**src/rtl/dff_ram_8x72_bist.sv**
```systemverilog
// March C- self-test initiator for the 8x72 DFF RAM: drives every test read/write,
// compares read data through a latency-matched pipe and reports pass/fail plus first failure.
module dff_ram_8x72_bist #(
  parameter int                DATA_W     = 72,
  parameter int                ADDR_W     = 3,
  parameter int                RD_LATENCY = 1,
  parameter logic [DATA_W-1:0] BG_PATTERN = '0
) (
  input  logic              clk,
  input  logic              rst_n,
  input  logic              start,
  output logic              busy,
  output logic              done,
  output logic              pass,
  output logic [3:0]        fail_count,
  output logic [ADDR_W-1:0] fail_addr,
  output logic [2:0]        fail_elem,
  output logic              mem_wr,
  output logic [ADDR_W-1:0] mem_address,
  output logic [DATA_W-1:0] mem_wdata,
  input  logic [DATA_W-1:0] mem_rdata,
  output logic [1:0]        dbg_state
);

  localparam int              DEPTH      = 1 << ADDR_W;
  localparam int              OP_W       = ADDR_W + 4;
  localparam logic [OP_W-1:0] OP_DEPTH   = OP_W'(DEPTH);
  localparam logic [OP_W-1:0] OP_LAST    = OP_W'(10 * DEPTH - 1);
  localparam logic [1:0]      DRAIN_LAST = 2'(RD_LATENCY);

  typedef enum logic [1:0] {S_IDLE, S_RUN, S_DRAIN, S_DONE} state_t;

  state_t              state_q, state_d;
  logic [OP_W-1:0]     op_cnt_q, op_cnt_d;
  logic [1:0]          drain_cnt_q, drain_cnt_d;
  logic                busy_q, busy_d, done_q, done_d, pass_q, pass_d;
  logic [3:0]          fail_count_q, fail_count_d;
  logic [ADDR_W-1:0]   fail_addr_q, fail_addr_d;
  logic [2:0]          fail_elem_q, fail_elem_d;
  logic                mem_wr_q, mem_wr_d;
  logic [ADDR_W-1:0]   mem_address_q, mem_address_d;
  logic [DATA_W-1:0]   mem_wdata_q, mem_wdata_d;

  // Stage 0 lines up with the registered read address; the last stage lines up with mem_rdata.
  logic                pipe_vld_q  [RD_LATENCY+1];
  logic                pipe_vld_d  [RD_LATENCY+1];
  logic [DATA_W-1:0]   pipe_exp_q  [RD_LATENCY+1];
  logic [DATA_W-1:0]   pipe_exp_d  [RD_LATENCY+1];
  logic [ADDR_W-1:0]   pipe_addr_q [RD_LATENCY+1];
  logic [ADDR_W-1:0]   pipe_addr_d [RD_LATENCY+1];
  logic [2:0]          pipe_elem_q [RD_LATENCY+1];
  logic [2:0]          pipe_elem_d [RD_LATENCY+1];

  logic [OP_W-1:0]     k;
  logic [2:0]          grp;
  logic [2:0]          op_elem;
  logic [ADDR_W-1:0]   op_addr;
  logic                op_rd, op_one;
  logic                issue, miss;

  // Op index -> (element, address, read/write, data polarity). Groups 0..3 are the r/w elements E1..E4.
  always_comb begin
    k       = op_cnt_q - OP_DEPTH;
    grp     = k[OP_W-1:ADDR_W+1];
    op_elem = 3'd0;
    op_addr = op_cnt_q[ADDR_W-1:0];
    op_rd   = 1'b0;
    op_one  = 1'b0;
    if (op_cnt_q < OP_DEPTH) begin
      op_elem = 3'd0;
    end else if (grp < 3'd4) begin
      op_elem = grp + 3'd1;
      op_addr = k[ADDR_W:1];
      if (grp[1]) op_addr = ~op_addr;
      op_rd  = ~k[0];
      op_one = op_rd ? grp[0] : ~grp[0];
    end else begin
      op_elem = 3'd5;
      op_addr = k[ADDR_W-1:0];
      op_rd   = 1'b1;
    end
  end

  always_comb begin
    state_d       = state_q;
    op_cnt_d      = op_cnt_q;
    drain_cnt_d   = drain_cnt_q;
    busy_d        = busy_q;
    done_d        = done_q;
    pass_d        = pass_q;
    fail_count_d  = fail_count_q;
    fail_addr_d   = fail_addr_q;
    fail_elem_d   = fail_elem_q;
    mem_wr_d      = 1'b0;
    mem_address_d = mem_address_q;
    mem_wdata_d   = mem_wdata_q;
    issue         = 1'b0;

    pipe_vld_d[0]  = 1'b0;
    pipe_exp_d[0]  = pipe_exp_q[0];
    pipe_addr_d[0] = pipe_addr_q[0];
    pipe_elem_d[0] = pipe_elem_q[0];
    for (int i = 1; i <= RD_LATENCY; i++) begin
      pipe_vld_d[i]  = pipe_vld_q[i-1];
      pipe_exp_d[i]  = pipe_exp_q[i-1];
      pipe_addr_d[i] = pipe_addr_q[i-1];
      pipe_elem_d[i] = pipe_elem_q[i-1];
    end

    miss = pipe_vld_q[RD_LATENCY] && (mem_rdata != pipe_exp_q[RD_LATENCY]);
    if (miss) begin
      if (fail_count_q != 4'hF) fail_count_d = fail_count_q + 4'd1;
      if (fail_count_q == 4'd0) begin
        fail_addr_d = pipe_addr_q[RD_LATENCY];
        fail_elem_d = pipe_elem_q[RD_LATENCY];
      end
    end

    case (state_q)
      S_IDLE, S_DONE: begin
        if (start) begin
          state_d      = S_RUN;
          busy_d       = 1'b1;
          done_d       = 1'b0;
          pass_d       = 1'b0;
          fail_count_d = 4'd0;
          fail_addr_d  = '0;
          fail_elem_d  = 3'd0;
          issue        = 1'b1;
        end
      end
      S_RUN: begin
        issue = 1'b1;
        if (op_cnt_q == OP_LAST) begin
          state_d     = S_DRAIN;
          drain_cnt_d = 2'd0;
        end
      end
      S_DRAIN: begin
        drain_cnt_d = drain_cnt_q + 2'd1;
        if (drain_cnt_q == DRAIN_LAST) begin
          state_d = S_DONE;
          busy_d  = 1'b0;
          done_d  = 1'b1;
          pass_d  = (fail_count_d == 4'd0);
        end
      end
      default: state_d = S_IDLE;
    endcase

    if (issue) begin
      mem_wr_d      = ~op_rd;
      mem_address_d = op_addr;
      mem_wdata_d   = op_one ? ~BG_PATTERN : BG_PATTERN;
      op_cnt_d      = (op_cnt_q == OP_LAST) ? '0 : op_cnt_q + 1'b1;
      if (op_rd) begin
        pipe_vld_d[0]  = 1'b1;
        pipe_exp_d[0]  = op_one ? ~BG_PATTERN : BG_PATTERN;
        pipe_addr_d[0] = op_addr;
        pipe_elem_d[0] = op_elem;
      end
    end
  end

  always_ff @(posedge clk) begin
    if (!rst_n) begin
      state_q       <= S_IDLE;
      op_cnt_q      <= '0;
      drain_cnt_q   <= 2'd0;
      busy_q        <= 1'b0;
      done_q        <= 1'b0;
      pass_q        <= 1'b0;
      fail_count_q  <= 4'd0;
      fail_addr_q   <= '0;
      fail_elem_q   <= 3'd0;
      mem_wr_q      <= 1'b0;
      mem_address_q <= '0;
      mem_wdata_q   <= '0;
      pipe_vld_q    <= '{default: 1'b0};
      pipe_exp_q    <= '{default: '0};
      pipe_addr_q   <= '{default: '0};
      pipe_elem_q   <= '{default: '0};
    end else begin
      state_q       <= state_d;
      op_cnt_q      <= op_cnt_d;
      drain_cnt_q   <= drain_cnt_d;
      busy_q        <= busy_d;
      done_q        <= done_d;
      pass_q        <= pass_d;
      fail_count_q  <= fail_count_d;
      fail_addr_q   <= fail_addr_d;
      fail_elem_q   <= fail_elem_d;
      mem_wr_q      <= mem_wr_d;
      mem_address_q <= mem_address_d;
      mem_wdata_q   <= mem_wdata_d;
      pipe_vld_q    <= pipe_vld_d;
      pipe_exp_q    <= pipe_exp_d;
      pipe_addr_q   <= pipe_addr_d;
      pipe_elem_q   <= pipe_elem_d;
    end
  end

  assign busy        = busy_q;
  assign done        = done_q;
  assign pass        = pass_q;
  assign fail_count  = fail_count_q;
  assign fail_addr   = fail_addr_q;
  assign fail_elem   = fail_elem_q;
  assign mem_wr      = mem_wr_q;
  assign mem_address = mem_address_q;
  assign mem_wdata   = mem_wdata_q;
  assign dbg_state   = state_q;

endmodule
```
**config.mk**
```make
export PLATFORM = sky130hd
export DESIGN_NAME = dff_ram_8x72_bist
export DESIGN_NICKNAME = d
export VERILOG_FILES = /design/src/rtl/dff_ram_8x72_bist.sv
export SDC_FILE = /design/constraint.sdc
export NUM_CORES = 1
export LEC_CHECK = 0
export CORE_ASPECT_RATIO = 1.75
export CORE_MARGIN = 10
export CORE_UTILIZATION = 39
export CTS_CLUSTER_DIAMETER = 40
export DETAILED_ROUTE_END_ITERATION = 6
export GPL_ROUTABILITY_DRIVEN = 1
export GPL_TIMING_DRIVEN = 1
export PLACE_DENSITY_LB_ADDON = 0.05
export REMOVE_ABC_BUFFERS = 1
export SLEW_MARGIN = 20
export SYNTH_ARGS = -nofsm -noshare
export SYNTH_HDL_FRONTEND = slang
export SYNTH_SLANG_ARGS = --single-unit
```
**constraint.sdc**
```tcl
create_clock -name clk -period 3 [get_ports clk]
set_input_delay 0.6 -clock clk [delete_from_list [all_inputs] [get_ports clk]]
set_output_delay 0.6 -clock clk [all_outputs]
set_load 0.02 [all_outputs]
```
==> qor.txt <==
Clock Sink Count = 45
Skew final = 0.00299 ns
Clk Latency, worst-skew pair = 0.28 ns
# Post-CTS Setup Buffers = 0
Top cells by area, synth = dfxtp_1 30%, buf_4 18%, nand2_1 4.5%
Critical path class = in2reg
WL per Instance = 15.5 um
Die H = 135 um
Hpwl dp = 7060 um
Place WS = -0.0736 ns
Top cells by count, synth = 72 x buf_4, 45 x dfxtp_1, 36 x nand2_1, 21 x nor2_1, 16 x and2_1
Setup TNS = 0 ns
CTS Buf Count = 5
Area Overhead vs Synth = 47.2%
Critical Path Max Stage Delay = 0.54 ns
Final setup fails = 0
Slew headroom = 0.573
Post-synthesis register bit count = 45
Vias per cell = 4.99
CP endpoint kind = flop
Worst-case clock buffer depth = 2
Period utilisation layout = 0.914
Largest net degree at the start of global routing = 43
Design area = 4380 um2
Unrepaired setup endpoints after global routing = false
Final WS setup = 0.259 ns
P per Cell Area = 455 nW/um2
Synth Flop Type = dfxtp_1
H-tree Lvls = 2
Worst path cell trace = clkdlybuf4s50_1 > or4_1 > nor4_2 > o22ai_1 > nor3_2 > a211o_1 > buf_12 > mux2i_1 > nor2_1
WHS Endpoint = pipe_vld_q[0]
Post-synth top area share = 0.303
Hold_buf cts = 0
First-pass GRT wire length = 13,100 um
Fin crit period = 2.74 ns
Fin util = 0.582
Post_cts resized = 0
Avg Synthesized Cell Area = 8.12 um2
Placed inst area = 4200 um2
Vias in the first global route = 2,890
CP max stage cell = or4_1
CTS tree = done
Routability-driven placement congestion ratio = 0.796
Core Rows = 42
Sequential fraction of the synthesis area = 0.303
Post-synth cell types = 41
Startpoint types = input pin
Chip Width = 86 um
Fraction of registers with async set or reset after synthesis = 0
Post-synth EDFFs = 0
CP Data Arrival Time = 2.92 ns
Worst Tran Pin Value = 0.638 ns
RR Startpoint = pipe_exp_q[70]
FILL cells = 677
Via count = 2,746
DRT Pass-1 Iters = 3
Die area = 11,700 um2
Post-synthesis cell count = 366
Core area = 7510 um2
Hold depth = 1
Register-to-Register Path Depth = 8
Top Ports = 166
Crit path max fanout = 6
Register clock-pin slew on the reported worst setup and hold paths = 0.06 ns
N_diodes = 0
PortBufs = 165
Hold Crit Class = reg2reg
Cell taking the most area after synthesis = dfxtp_1
Global Route Usage Sum = 0.137
Max Clock Freq = 365 MHz
Initial Util = 0.396
Leak = 0.00157 uW
Yosys warns = 0
Slew Viols, Final = 0
Max_cap viols = 0
Root Driver = clkbuf_16
Most common cell in the synthesized netlist = buf_4
Worst Min Path Start = pipe_vld_d[0]
Status = finished clean
Final hold vios = 0
Antenna Violating Nets Remaining = 0
Layout cell share with drive strength beyond 1 = 0.0498
DRC = 0
Synthesized area = 2970 um2
Final wirelength = 8530 um
DRT iter0 DRCs = 48
CP required = 3.18 ns
Reg2Reg Setup Slack = 0.58 ns
VDD IR max = 310 uV
Final layout net count = 546
Reg-to-reg endpoint = fail_addr[2]
GRT overflow = 0
Initial antenna violation count = 0
-- state kept, by name, indices dropped and copies added (netlist names) --
signal,count
pipe_addr_d,3
busy,1
op_cnt_q,7
pipe_vld_q,1
done,1
pipe_addr_q,3
pass,1
dbg_state,2
fail_elem,3
mem_wdata,1
fail_addr,3
mem_address,3
pipe_elem_d,3
mem_wr,1
pipe_elem_q,3
pipe_vld_d,1
drain_cnt_q,2
pipe_exp_d,1
pipe_exp_q,1
fail_count,4
-- kinds of logic after synthesis --
group           share of synthesized area
buf+inv                             0.216
simple gates                        0.268
fa+ha+maj                          0.0421
xor+xnor                           0.0324
mux                                0.0408
flops                               0.303
compound gates                     0.0972
-- critical path, delay by kind of cell --
family	cells	cell delay [ns]
mux	1	0.20
simple gates	4	1.22
compound gates	2	0.35
buf+inv	2	0.54
-- report_power, final --
part,total (uW),switching (uW),internal (uW)
sequential,709,53.3,656
combinational,650,337,313
clock,631,215,416
-- per-stage QoR --
stage / hold slack, ns / total power [uW] / std cells
2_1_floorplan: 0.412 / 1070 / 284
3_3_place_gp: 0.416 / 1370 / 542
3_5_place_dp: 0.420 / 1380 / 542
4_1_cts: 0.434 / 2020 / 550
5_1_grt: 0.450 / 2130 / 550
6_report: 0.430 / 1990 / 550
-- worst max path at each step --
stage,start,endpoint,slack [ns]
2_1_floorplan,mem_wdata[70],mem_wdata[0],-7.16
6_report,mem_rdata[42],fail_addr[2],0.26
3_5_place_dp,mem_rdata[42],fail_addr[2],-0.07
3_3_place_gp,mem_rdata[42],fail_addr[1],-0.02
5_1_grt,mem_rdata[2],fail_elem[1],0.08
4_1_cts,mem_rdata[42],fail_addr[2],0.22
-- layout make-up --
type | count | area, um2 | share of cell area
clock inverters | 1 | 30.0 | 0.00686
clock buffers | 7 | 143 | 0.0326
repair buffers | 170 | 1710 | 0.392
multi-input cells | 226 | 1430 | 0.326
well taps | 88 | 110 | 0.0252
flip-flops and latches | 45 | 902 | 0.206
inverters | 13 | 48.8 | 0.0111
-- routing by layer --
layer	GRT usage	part of all wire	up-vias
met1	0.131	0.39	1220
met4	0.0478	0.016	0
met2	0.241	0.47	135
met5	0	0	-
li1	-	-	1381
met3	0.0741	0.12	10
-- cells in the final DEF (no fill, tap or decap), types with 4 or more instances in the layout --
| cell type | instances |
|---|---|
| o21ai_0 | 12 |
| dfxtp_1 | 44 |
| nor3_1 | 13 |
| clkdlybuf4s50_1 | 165 |
| nor4_1 | 6 |
| and2_1 | 16 |
| a2bb2oi_1 | 5 |
| nand4_1 | 13 |
| a21boi_0 | 4 |
| nor2b_1 | 4 |
| ha_1 | 10 |
| nor2_1 | 21 |
| or4_1 | 5 |
| a21oi_1 | 11 |
| inv_1 | 12 |
| clkbuf_16 | 5 |
| mux2i_1 | 11 |
| or3_1 | 6 |
| xnor2_1 | 11 |
| nand2_1 | 36 |
| nand3_1 | 11 |
(Power assumes the default switching activity.)
==> RTL change 1: new RTL, config.mk and constraints unchanged <==
One comparison of `op_cnt_q` changes from == to >=.
--- a/src/rtl/dff_ram_8x72_bist.sv
+++ b/src/rtl/dff_ram_8x72_bist.sv
@@ -154,3 +154,3 @@
       mem_wdata_d   = op_one ? ~BG_PATTERN : BG_PATTERN;
-      op_cnt_d      = (op_cnt_q == OP_LAST) ? '0 : op_cnt_q + 1'b1;
+      op_cnt_d      = (op_cnt_q >= OP_LAST) ? '0 : op_cnt_q + 1'b1;
       if (op_rd) begin
Function: same outputs for any inputs over 10 cycles, from zero or initial values and one cycle with rst_n low; that may be too few to reach the edited logic, so the function may still have changed.
==> RTL change 1 against the unedited design <==
Area after synthesis grew 1.1%. Global-route usage is 0.16 points higher. Wire length rose by 3.0%. Sequential cell count stayed put. Hold slack better by 0.0059 ns. Core utilization down 0.37 points. Power fell by 7.8%. Worst setup slack lost 0.17 ns. Final area barely moved. Combinational power down 6.2%. Critical path type unchanged.
==> RTL change 1: results (changes against the unedited design) <==
stage	metric	value	unit	change
run_status	outcome	finished clean		
final_layout	largest_register_ff_count	7		unchanged
final_layout	final_layout_size_suffix_gt1_share	5.68	%	+0.71 points
logic_synthesis	synth_compound_area_share	10.4	%	+0.73 points
place	place.gp.congestion	0.849		+6.6%
logic_synthesis	synth_area_leaders	dfxtp_1 30%, buf_4 18%, nand2_1 5.0%, ha_1 4.6%, nor2_1 3.7%		
clock_network	root_buffer	clkbuf_16		
logic_synthesis	yosysUniqueCellTypes	42		+2.4%
logic_synthesis	synth-adder-area-share	4.58	%	+0.37 points
final_layout	regMostFlops	op_cnt_q		
logic_synthesis	yosysSeqAreaShare	30.0	%	-0.33 points
place	place.port_buffers	165		unchanged
global_routing	grt_max_degree	74		+72%
power	max-vdd-ir-drop	269	µV	-13%
logic_synthesis	async_flop_share	0	%	unchanged
clock_network	clk-insertion-delay-late	0.28	ns	about the same
final_layout	nNetsFinal	560		+2.6%
clock_network	clkTransAtPathRegs	0.06	ns	about the same
global_routing	grt_pass1_wl	13500	µm	+3.7%
final_layout	nFillCells	710		+4.9%
place	hpwl	7080	µm	+0.36%
sta	relSlewSlack	61.2	%	+3.9 points
logic_synthesis	muxShareOfSynthArea	3.08	%	-1.0 points
logic_synthesis	ys.flop_type	dfxtp_1		
global_routing	grt_pass1_vias	2949		+2.0%
power	leakage	1.55	nW	-1.4%
logic_synthesis	ys.warnings.count	0		unchanged
clock_network	clock_path_buffers	2		unchanged
logic_synthesis	yosys-top-cells-count	71 x buf_4, 45 x dfxtp_1, 40 x nand2_1		
route	num_vias	2829		+3.0%
hold_path	holdCritPathClass	register to register		
clock_network	cts_buffers	5		unchanged
worst_setup_path	cp_max_fo	6		unchanged
clock_network	postCtsSetupRepairBufs	0		unchanged
logic_synthesis	synth_edf_count	0		unchanged
global_routing	grt_antenna_before_repair	0		unchanged
global_routing	track_usage	13.9	%	+0.16 points
sta	fin_skew	0.00418	ns	+0.00119 ns
place	dpl_cell_area	4210	µm²	+0.21%
logic_synthesis	synth_xor_area_share	3.21	%	-0.035 points
route	drt_first_iter_violations	56		+17%
route	post_drt_wl_per_cell	15.6	µm	+0.59%
worst_setup_path	cp.arrival	3.07	ns	+0.15 ns
clock_network	htree_levels	2		unchanged
route	dr.pass1.iters	4		+1
final_layout	antennaDiodeCount	0		unchanged
==> RTL change 1: cell types whose count changed after synthesis, sizes merged, moves of 4 or more <==
cell	before	now
nor2	21	30
a2bb2oi	5	0
a21boi	4	8
mux2i	11	7
nand2	36	40
nand3	11	15
==> RTL change 1: per-stage QoR <==
| stage | hold slack (ns) | util, % | instances | worst slack (ns) | setup TNS, ns |
|---|---|---|---|---|---|
| after floorplan | 0.412 | - | 297 | -7.16 | -522.32 |
| after global placement | 0.415 | 55.7 | 555 | -0.206 | -1.75 |
| after detailed placement | 0.425 | 55.7 | 555 | -0.283 | -2.50 |
| after CTS | 0.439 | 57.6 | 563 | 0.0166 | 0 |
| after global routing | 0.449 | 57.9 | 563 | -0.0578 | -0.234 |
| final | 0.436 | 57.9 | 563 | 0.0904 | 0 |
==> RTL change 1: area by class of cell <==
class	instances	share of cell area (%)
clock inverter	3	0.400
multi-input combinational	239	33.9
timing repair buffer	170	38.6
tap	88	2.51
clock buffer	5	2.86
inverter	13	1.11
sequential	45	20.6
==> RTL change 1: final timing paths <==
kind,startpoint,end,slack [ns],cells after the start
setup / recovery,mem_rdata[42],fail_addr[2],0.09,8
hold / removal,pipe_vld_d[0],pipe_vld_q[0],0.44,1
setup reg to reg,pipe_exp_q[70],fail_addr[2],0.51,7
hold reg to reg,pipe_vld_d[0],pipe_vld_q[0],0.44,1
==> RTL change 1: per-layer routing <==
layer | share of wire (%) | up-vias | track usage, %
met5 | 0 | - | 0
met4 | 1.5 | 0 | 4.70
met3 | 14 | 10 | 8.45
met2 | 46 | 148 | 23.6
met1 | 38 | 1250 | 13.5
li1 | - | 1421 | -
==> RTL change 1: critical path, stage by stage <==
cell             delay (ns)
clkdlybuf4s50_1        0.42
or4_1                  0.57
nor4_2                 0.28
o22ai_1                0.13
or3_4                  0.43
o2111ai_4              0.35
mux2i_1                0.24
nor2_1                 0.05
==> RTL change 1: what timing repair did <==
action | in CTS | in global routing
setup endpoints to repair | 0 | 11
resized for setup | 0 | 4
endpoints found under the hold margin | 0 | 0
==> RTL change 1: cells by family after synthesis <==
logic type,count (synthesis)
simple gates,161
mux,9
compound gates,47
xor+xnor,11
flops,45
fa+ha+maj,11
buf+inv,97
==> RTL change 1: power by group <==
part	internal (mW)	switching, mW
combinational	0.290	0.319
sequential	0.648	0.0534
clock	0.305	0.219
==> RTL change 2: new RTL, same settings <==
Made on the original files. `DATA_W`: 72 -> 108.
--- a/src/rtl/dff_ram_8x72_bist.sv
+++ b/src/rtl/dff_ram_8x72_bist.sv
@@ -3,3 +3,3 @@
 module dff_ram_8x72_bist #(
-  parameter int                DATA_W     = 72,
+  parameter int                DATA_W     = 108,
   parameter int                ADDR_W     = 3,
Interface: changed (resized mem_rdata and mem_wdata); port bits go from 166 to 238. No check against the original RTL was run, so the function may have changed too.
==> RTL change 2 against the unedited design <==
Via count is 23% higher. Worst setup slack lost 0.052 ns. Final area up 22%. Final cell count is 25% higher. Wire length grew 33%. Sequential cell count stayed put. First-iteration DRC count up 120%. Maximum frequency is 1.9% lower. Area after synthesis is 17% higher. Power up 1.6%.
==> RTL change 2: results (changes against the unedited design) <==
stage	metric	value	unit	change
run_status	outcome	finished clean		
global_routing	grt_pass1_vias	3507		+21%
logic_synthesis	syn_inst	439		+20%
worst_setup_path	worstSetupEndpoint	pass		
final_layout	final_layout_size_suffix_gt1_share	4.38	%	-0.60 points
sta	tightest_slew	0.655	ns	+0.0169 ns
place	place.gp.congestion	0.829		+4.1%
logic_synthesis	yosys-top-cells-count	107 x buf_4, 45 x dfxtp_1, 38 x nand2_1		
route	num_vias	3379		+23%
sta	fin_skew	0.00480	ns	+0.00181 ns
global_routing	grtUsageMet1	17.3	%	+4.2 points
logic_synthesis	yosysUniqueCellTypes	40		-2.4%
place	dp_cells	681		+26%
worst_setup_path	crit_start	mem_rdata[66]		
route	wl	11300	µm	+33%
logic_synthesis	synth_area_leaders	dfxtp_1 26%, buf_4 23%, nand2_1 4.1%, ha_1 3.6%, mux2i_1 3.5%		
sta	whs	0.431	ns	+0.00135 ns
worst_setup_path	rr_startpoint	pipe_exp_q[106]		
global_routing	track_usage	16.4	%	+2.6 points
worst_setup_path	cp_max_fo	4		-2
route	wl_met2	5130	µm	+27%
route	m1WireLength	4600	µm	+39%
route	wl_met3	1470	µm	+38%
worst_setup_path	cp.arrival	3.00	ns	+0.08 ns
route	dr.pass1.iters	4		+1
power	max-vdd-ir-drop	362	µV	+17%
logic_synthesis	muxShareOfSynthArea	4.21	%	+0.12 points
final_layout	nNetsFinal	692		+27%
power	p_clk_share	29.4	%	-2.3 points
power	pwr-share-comb	35.2	%	+2.5 points
power	leakage	1.86	nW	+18%
==> RTL change 2: cell types whose count changed in the layout (fill, tap and decap cells not counted), moves of 3 or more <==
cell / delta
a2bb2oi_1: -5
buf_4: +4
clkdlybuf4s50_1: +72
nand3_1: +8
nand4_1: +4
nor2b_1: +5
nor3_1: +3
nor4_1: +8
or3_1: +6
or4_1: +7
==> RTL change 2: per-stage QoR <==
stage,power [mW],TNS [ns]
floorplan,1.09,-1285.57
global placement,1.44,-0.403
detailed placement,1.45,-0.595
CTS,2.06,0
global route,2.15,0
finish,2.02,0
==> RTL change 2: cell families after synthesis <==
kind of cell,after synthesis
AO/OA/AOI/OAI,46
XOR/XNOR,11
multiplexers,14
adder cells (fa/ha/maj),10
AND/OR/NAND/NOR,181
flip-flops,45
buffers and inverters,132
==> RTL change 2: final cells by class <==
type	instances	area, µm²
fillers	773	3320
clock inverters	2	35.0
clock buffers	5	125
inverters	13	48.8
well taps	117	146
multi-input cells	262	1660
flip-flops and latches	45	903
repair buffers	244	2420
